File: config.mk
export PLATFORM = sky130hd
export DESIGN_NAME = maj_chain_eval
export DESIGN_NICKNAME = d
export VERILOG_FILES = /design/src/rtl/maj_chain_eval.sv
export SDC_FILE = /design/constraint.sdc
export NUM_CORES = 1
export LEC_CHECK = 0
export CORE_MARGIN = 5
export CORE_UTILIZATION = 32
export CTS_BUF_LIST = sky130_fd_sc_hd__clkbuf_4
export DETAILED_ROUTE_END_ITERATION = 8
export DONT_BUFFER_PORTS = 1
export GPL_TIMING_DRIVEN = 0
export PLACE_DENSITY = 0.48
export RECOVER_POWER = 50
export SETUP_SLACK_MARGIN = 0.3
export SLEW_MARGIN = 20
export SYNTH_ARGS = -nofsm -noshare
export SYNTH_HDL_FRONTEND = slang
export SYNTH_SLANG_ARGS = --single-unit
File: constraint.sdc
create_clock -name clk -period 1.8 [get_ports clk]
set_clock_uncertainty 0.1 [all_clocks]
set_input_delay 0.36 -clock clk [delete_from_list [all_inputs] [get_ports clk]]
set_output_delay 0.36 -clock clk [all_outputs]
set_load 0.1 [all_outputs]
File: src/rtl/maj_chain_eval.sv
// Majority-gate chain evaluator: folds a stream of gate descriptors into one result per chain.
// Optional macro MAJ_CHAIN_PARITY_EN adds out_parity, the XOR of every intermediate chain value.
module maj_chain_eval #(
   parameter int MAX_DEPTH = 64
) (
   input  logic       clk,
   input  logic       rst,
   input  logic       in_valid,
   output logic       in_ready,
   input  logic       in_a,
   input  logic       in_b,
   input  logic       in_c,
   input  logic       in_na,
   input  logic       in_nb,
   input  logic       in_nw,
   input  logic       in_first,
   input  logic       in_last,
   output logic       out_valid,
   input  logic       out_ready,
   output logic       out_value,
   output logic [7:0] out_depth,
   output logic       out_err
`ifdef MAJ_CHAIN_PARITY_EN
   ,
   output logic       out_parity
`endif
);

   typedef enum logic [1:0] {IDLE, ACCUM, HOLD} state_t;

   localparam logic [7:0] MAX_D = 8'(MAX_DEPTH);

   state_t     state, state_nx;
   logic       w, w_nx;
   logic [7:0] depth, depth_nx;
   logic       err, err_nx;
   logic       out_value_nx;
   logic [7:0] out_depth_nx;
   logic       out_err_nx;
   logic       op_a, op_b, beat, in_chain;
`ifdef MAJ_CHAIN_PARITY_EN
   logic       par, par_nx, out_parity_nx;
`endif

   function automatic logic maj(input logic x, input logic y, input logic z);
      return (x & y) | (x & z) | (y & z);
   endfunction

   assign in_ready  = (state != HOLD);
   assign out_valid = (state == HOLD);
   assign op_a      = in_a ^ in_na;
   assign op_b      = in_b ^ in_nb;
   assign beat      = in_valid & in_ready;

   always_ff @(posedge clk or posedge rst) begin
      if (rst) begin
         state     <= IDLE;
         w         <= 1'b0;
         depth     <= 8'd0;
         err       <= 1'b0;
         out_value <= 1'b0;
         out_depth <= 8'd0;
         out_err   <= 1'b0;
`ifdef MAJ_CHAIN_PARITY_EN
         par        <= 1'b0;
         out_parity <= 1'b0;
`endif
      end else begin
         state     <= state_nx;
         w         <= w_nx;
         depth     <= depth_nx;
         err       <= err_nx;
         out_value <= out_value_nx;
         out_depth <= out_depth_nx;
         out_err   <= out_err_nx;
`ifdef MAJ_CHAIN_PARITY_EN
         par        <= par_nx;
         out_parity <= out_parity_nx;
`endif
      end
   end

   // Result registers load only on the closing beat so they stay frozen through HOLD.
   always_comb begin
      state_nx     = state;
      w_nx         = w;
      depth_nx     = depth;
      err_nx       = err;
      out_value_nx = out_value;
      out_depth_nx = out_depth;
      out_err_nx   = out_err;
      in_chain     = 1'b0;
`ifdef MAJ_CHAIN_PARITY_EN
      par_nx        = par;
      out_parity_nx = out_parity;
`endif
      case (state)
         IDLE, ACCUM: begin
            if (beat) begin
               if (in_first) begin
                  in_chain = 1'b1;
                  w_nx     = maj(op_a, op_b, in_c);
                  depth_nx = 8'd1;
                  if (state == ACCUM) err_nx = 1'b1;
`ifdef MAJ_CHAIN_PARITY_EN
                  par_nx = w_nx;
`endif
               end else if (state == ACCUM) begin
                  in_chain = 1'b1;
                  w_nx     = maj(op_a, op_b, w ^ in_nw);
                  if (depth >= MAX_D) begin
                     depth_nx = MAX_D;
                     err_nx   = 1'b1;
                  end else begin
                     depth_nx = depth + 8'd1;
                  end
`ifdef MAJ_CHAIN_PARITY_EN
                  par_nx = par ^ w_nx;
`endif
               end else begin
                  err_nx = 1'b1;
               end
               if (in_chain) begin
                  if (in_last) begin
                     state_nx     = HOLD;
                     out_value_nx = w_nx;
                     out_depth_nx = depth_nx;
                     out_err_nx   = err_nx;
`ifdef MAJ_CHAIN_PARITY_EN
                     out_parity_nx = par_nx;
`endif
                  end else begin
                     state_nx = ACCUM;
                  end
               end
            end
         end
         HOLD: begin
            if (out_ready) begin
               state_nx = IDLE;
               err_nx   = 1'b0;
            end
         end
         default: state_nx = IDLE;
      endcase
   end

endmodule

Word level (Yosys, flattened, before mapping):

Cells that the tools add are included.
Widths: inputs -> output; s select.

* register bits after elaboration: 22
* output and inout bits: 12

* add/subtract/negate cells: 1
* $lt $le $gt $ge: 1
* eq/ne operators: 6
* muxes and demuxes: 21
* bitwise gates (word level): 13
* reduce and logical (&&, ||, !) cells: 7

Operator list (number)
* $mux 8: 3
* $mux 1: 12
* $add 8x1->8 const B: 1
* $ge 8x7->1 const B: 1
* $mux 2: 4
* $and 1x1->1: 6
* $ne 2x2->1 const B: 3
* $reduce_and 3->1: 2
* $or 1x1->1: 4
* $pmux 2 s2: 1
* $reduce_and 4->1: 1
* $xor 1x1->1: 3
* $eq 2x1->1 const B: 1
* $eq 2x2->1 const B: 1
* $logic_not 2->1: 1
* $ne 2x1->1 const B: 1
* $pmux 1 s2: 1
* $reduce_and 2->1: 1
* $reduce_bool 2->1: 1
* $reduce_or 2->1: 1

Longest topological paths before layout:

* word-level depth: 8
* depth in mapped cells: 5

Least setup slack after synthesis:

Ideal clock, no wire load.

* path type: reg-to-reg
* start point: reg state[1]
* end point: reg err
* library setup time: 0.083 ns
* arrival time: 2.242 ns
* data required time: 1.617 ns
* slack: -0.625 ns
* cell stages (with the launch flop): 6
* clock period less this slack: 2.425 ns
* cells stage by stage: dfrtp_1 or2b_1 inv_1 nand2_1 nand3_1 o21ai_0

* elaborated cells between the ends (all ways): 15
* those cells by class: 5 x eq/ne; 5 x mux; 1 x bitwise; 4 x reduce/logical

RTL lines
* start, declared: line 33 `state_t state, state_nx;`
* start signal, assigned: line 69 `state <= state_nx;`
* $ne 2x2->1: line 49 `assign in_ready = (state != HOLD);`
* named net in_ready: line 9 `output logic in_ready,`
* $and 1x1->1: line 53 `assign beat = in_valid & in_ready;`
* $ne 2x2->1 (no line)
* $reduce_and 3->1 (no line)
* end signal, assigned: line 72 `err <= err_nx;`
* end, declared: line 36 `logic err, err_nx;`

The timed path passes the listed nets, and every way through them passes these cells. The select of a mux whose other input is x is not followed.
A chain may end at the register's enable or synchronous reset.

Final worst setup path:

* start point: reg state[1]
* end point: out out_valid

* longest elaborated chain between the ends: 1

RTL lines
* $eq 2x2->1: line 50 `assign out_valid = (state == HOLD);`
* end, declared: line 18 `output logic out_valid,`

Every way passes these cells.

==> reports/metrics.cfg <==
[logic_synthesis]
ys_warn_count = 0
synth.ff_latch_count = 22
synthesis.instances = 115
net_count_of_the_mapped_netlist = 128
yosysUniqueCellTypes = 40
post_synth.cell_area_avg_um2 = 10.05
ys_seq_area_share_pct = 47.62
synth_area_mm2 = 0.001156

[floorplanning]
die_area_mm2 = 0.004915
std_cell_rows = 21
floorplan.initialDensity_pct = 33.85
design.core.area_mm2 = 0.003416
die_y_um = 70.11
die_w_um = 70.11
num_ports = 24

[global_routing]
grt_max_degree = 23
grt_first_pass_wirelength_um = 4533
grt_antenna_before_repair = 0
grt_usage_pct = 11.49
grt_pass1_vias = 903
gr-total-overflow = 0

[power_and_ir_drop]
comb_power_share_pct = 23.5
power.share.clock_pct = 22.0
power.switching_mw = 0.7418
sw_frac_of_total_pct = 42.23
cellPowerDensity_mw_per_mm2 = 1124
leakage_nw = 0.6226
power.ir.vdd_worst_mv = 0.6523
pwr-share-seq_pct = 54.4
cell_internal_pwr_mw = 1.015

[place]
hpwlAfterDp_um = 1855
numPlacedInstances = 161
finalWeightedCongestion = 0.8477
place.port_buffers = 0

[sta]
timing_worst_slew_pin_value_ns = 0.8345
timing.slew.headroom_pct = 44.30
finalWorstSetupSlack_ns = -0.3510
final_hold_viol_count = 22
timing.final.setup_violations = 21
fmax_mhz = 464.9
slew_viol_final = 0
fin_crit_sh_pct = 119.5
hold-worst-slack_ns = -0.01947
setup_repair_after_global_routing_missed_its_margin = yes
final_period_minus_worst_setup_slack_ns = 2.151

[detailed_routing]
totalWireLength_um = 2667
vias = 939
wl_per_cell_um = 14.90
routed_via_density = 5.246
first_pass_iters = 4
drtAntennaViolNets = 0
detail_route.iter0.violations = 26
route.detailed.drc = 0

[setup_path]
worstPathArrival_ns = 1.69
timing.setup.critical_path_class = reg -> out
timing.critical_path.cells = or2b_4 -> clkinvlp_4
setup.worst_path.end_class = output pin
r2r_cells = 11
timing.critical_path.buf_inv = 1
crit_path_start_kind = register
worst-endpoint-required_ns = 1.34
path_max_fanout = 3
r2r_startpoint = state[1]$_DFFE_PP0P_
crit_path_start = state[1]$_DFFE_PP0P_
max_stage_delay_ns = 0.52
worst_path_max_delay_cell = sky130_fd_sc_hd__clkinvlp_4
family_of_cells_with_the_greatest_summed_delay_on_the_critical_path = buffers and inverters
cp_num_cells = 2

[clock_network]
cts_buffers = 3
cts_root_buffer = sky130_fd_sc_hd__clkbuf_4
clock_latency_ns = 0.31
clock-sinks = 22
path_clk_slew_ns = 0.13
cts.path.max_buffers = 2
cts-htree-levels = 1
cts_tree = yes

[cells_and_area]
most_common_library_cell_in_the_layout_ignoring_fill_and_taps = sky130_fd_sc_hd__nand2_1
insertedDiodeCount = 0
stdcell_count = 179
synthToLayoutAreaGrowth_pct = 35.17
final_core_util_pct = 45.75
layout_common_cells = sky130_fd_sc_hd__nand2_1, sky130_fd_sc_hd__dfrtp_1, sky130_fd_sc_hd__dfrtp_4
final_net_count = 147
layout-drive-gt1-share_pct = 41.35
filler_cell_count = 329

[worst_hold_path]
holdCritPathClass = in -> async

[run_status]
status = finished with violations
violations_in_the_final_reports = hold timing, setup timing

[flow_run]
max_cap_violations = 0

## per-layer routing
| layer | vias up | global-route usage, % | wire (µm) |
|---|---|---|---|
| met2 | 23 | 17.84 | 1212 |
| li1 | 456 | - | - |
| met5 | - | 0 | 0 |
| met3 | 2 | 3.874 | 157 |
| met4 | 0 | 2.553 | 23 |
| met1 | 458 | 15.47 | 1274 |
## power by group through the flow
stage	Clock [mW]	Sequential, mW	Combinational [mW]
CTS	0.394	0.937	0.392
finish	0.387	0.957	0.413
detailed placement	0	0.935	0.309
floorplan	0	0.905	0.261
global route	0.409	0.969	0.457
global placement	0	0.931	0.300
## cells in the mapped netlist (all sizes together)
| cell | instances | area, µm² |
|---|---|---|
| dfrtp | 22 | 550.5 |
| nand2 | 13 | 48.80 |
| o21ai | 11 | 66.32 |
| nor2 | 8 | 30.03 |
| a22o | 5 | 43.79 |
| xor2 | 5 | 43.79 |
| a211oi | 4 | 30.03 |
| a21o | 4 | 30.03 |
| nor3 | 4 | 20.02 |
| a21oi | 3 | 15.01 |
| buf | 3 | 23.77 |
| inv | 3 | 11.26 |
| o31ai | 3 | 22.52 |
| a31oi | 2 | 12.51 |
| and2 | 2 | 12.51 |
| nand4 | 2 | 18.77 |
| or2 | 2 | 15.02 |
| or2b | 2 | 16.27 |
| xnor2 | 2 | 17.52 |
| a22oi | 1 | 7.510 |
| a32oi | 1 | 8.760 |
| and2b | 1 | 7.510 |
| clkbuf | 1 | 3.750 |
| ha | 1 | 12.51 |
| mux2 | 1 | 11.26 |
| mux2i | 1 | 10.01 |
| nand2b | 1 | 6.260 |
| nand3 | 1 | 5.000 |
| nand3b | 1 | 7.510 |
| nor2b | 1 | 8.760 |
| nor4b | 1 | 15.01 |
| o2111ai | 1 | 8.760 |
| o22a | 1 | 8.760 |
| o22ai | 1 | 6.260 |
## registers in the layout (all words and copies together) (netlist names)
name,flops
out_depth,8
w,1
out_err,1
err,1
out_value,1
depth,8
state,2
## metrics by stage
step	setup TNS, ns	hold slack, ns	setup slack [ns]	area, µm²	power, mW
after floorplan	-0.08664	0.2492	-0.05077	1164	1.166
after global placement	-0.2892	0.3538	-0.1690	1221	1.231
after detailed placement	-0.2797	0.3571	-0.1645	1221	1.245
after CTS	-4.300	0.001988	-0.3586	1478	1.723
after global routing	-5.544	0.03188	-0.4046	1563	1.834
final	-3.438	-0.01947	-0.3510	1563	1.757
## path summary, 6_finish.rpt
kind	end	slack [ns]
min	err$_DFFE_PP0P_	-0.02
max reg2reg	depth[3]$_DFFE_PP0P_	-0.24
min in group clk	state[1]$_DFFE_PP0P_	0.03
max	out_valid	-0.35
min reg2reg	err$_DFFE_PP0P_	0.45
max in group asynchronous	out_value$_DFFE_PP0P_	1.02
## cells by family (layout without fill, tap and decap cells)
kind of cell / count (synthesis) / after routing / synth area share, %
AND/OR/NAND/NOR: 39 / 39 / 18.29
AO/OA/AOI/OAI: 37 / 37 / 22.51
flip-flops: 22 / 22 / 47.62
XOR/XNOR: 7 / 7 / 5.303
buffers and inverters: 7 / 25 / 3.354
multiplexers: 2 / 2 / 1.840
adder cells (fa/ha/maj): 1 / 1 / 1.082
## what timing repair did
item / in CTS / in global routing
endpoints found under the hold margin: 0 / 1
setup endpoints to repair: 29 / 33
pin swaps: 9 / 2
gates resized for setup: 34 / 18
hold buffers: 0 / 2
buffers inserted: 12 / 0
## worst reg2reg max path: cells and delay by family (launching register included)
family                 cells  cell delay, ns
buffers and inverters      7            0.81
flip-flops                 1            0.43
AO/OA/AOI/OAI              2            0.37
AND/OR/NAND/NOR            2            0.22
## area by class of cell
cell class / count / area, µm² / area share, %
flip-flops and latches: 22 / 590.6 / 37.79
plain buffers: 4 / 33.78 / 2.162
well taps: 46 / 57.56 / 3.683
inverters: 3 / 15.01 / 0.9608
clock inverters: 1 / 30.03 / 1.922
repair buffers: 14 / 145.1 / 9.287
multi-input cells: 86 / 668.1 / 42.75
clock buffers: 3 / 22.52 / 1.441
Power figures use the tool's default switching activity.
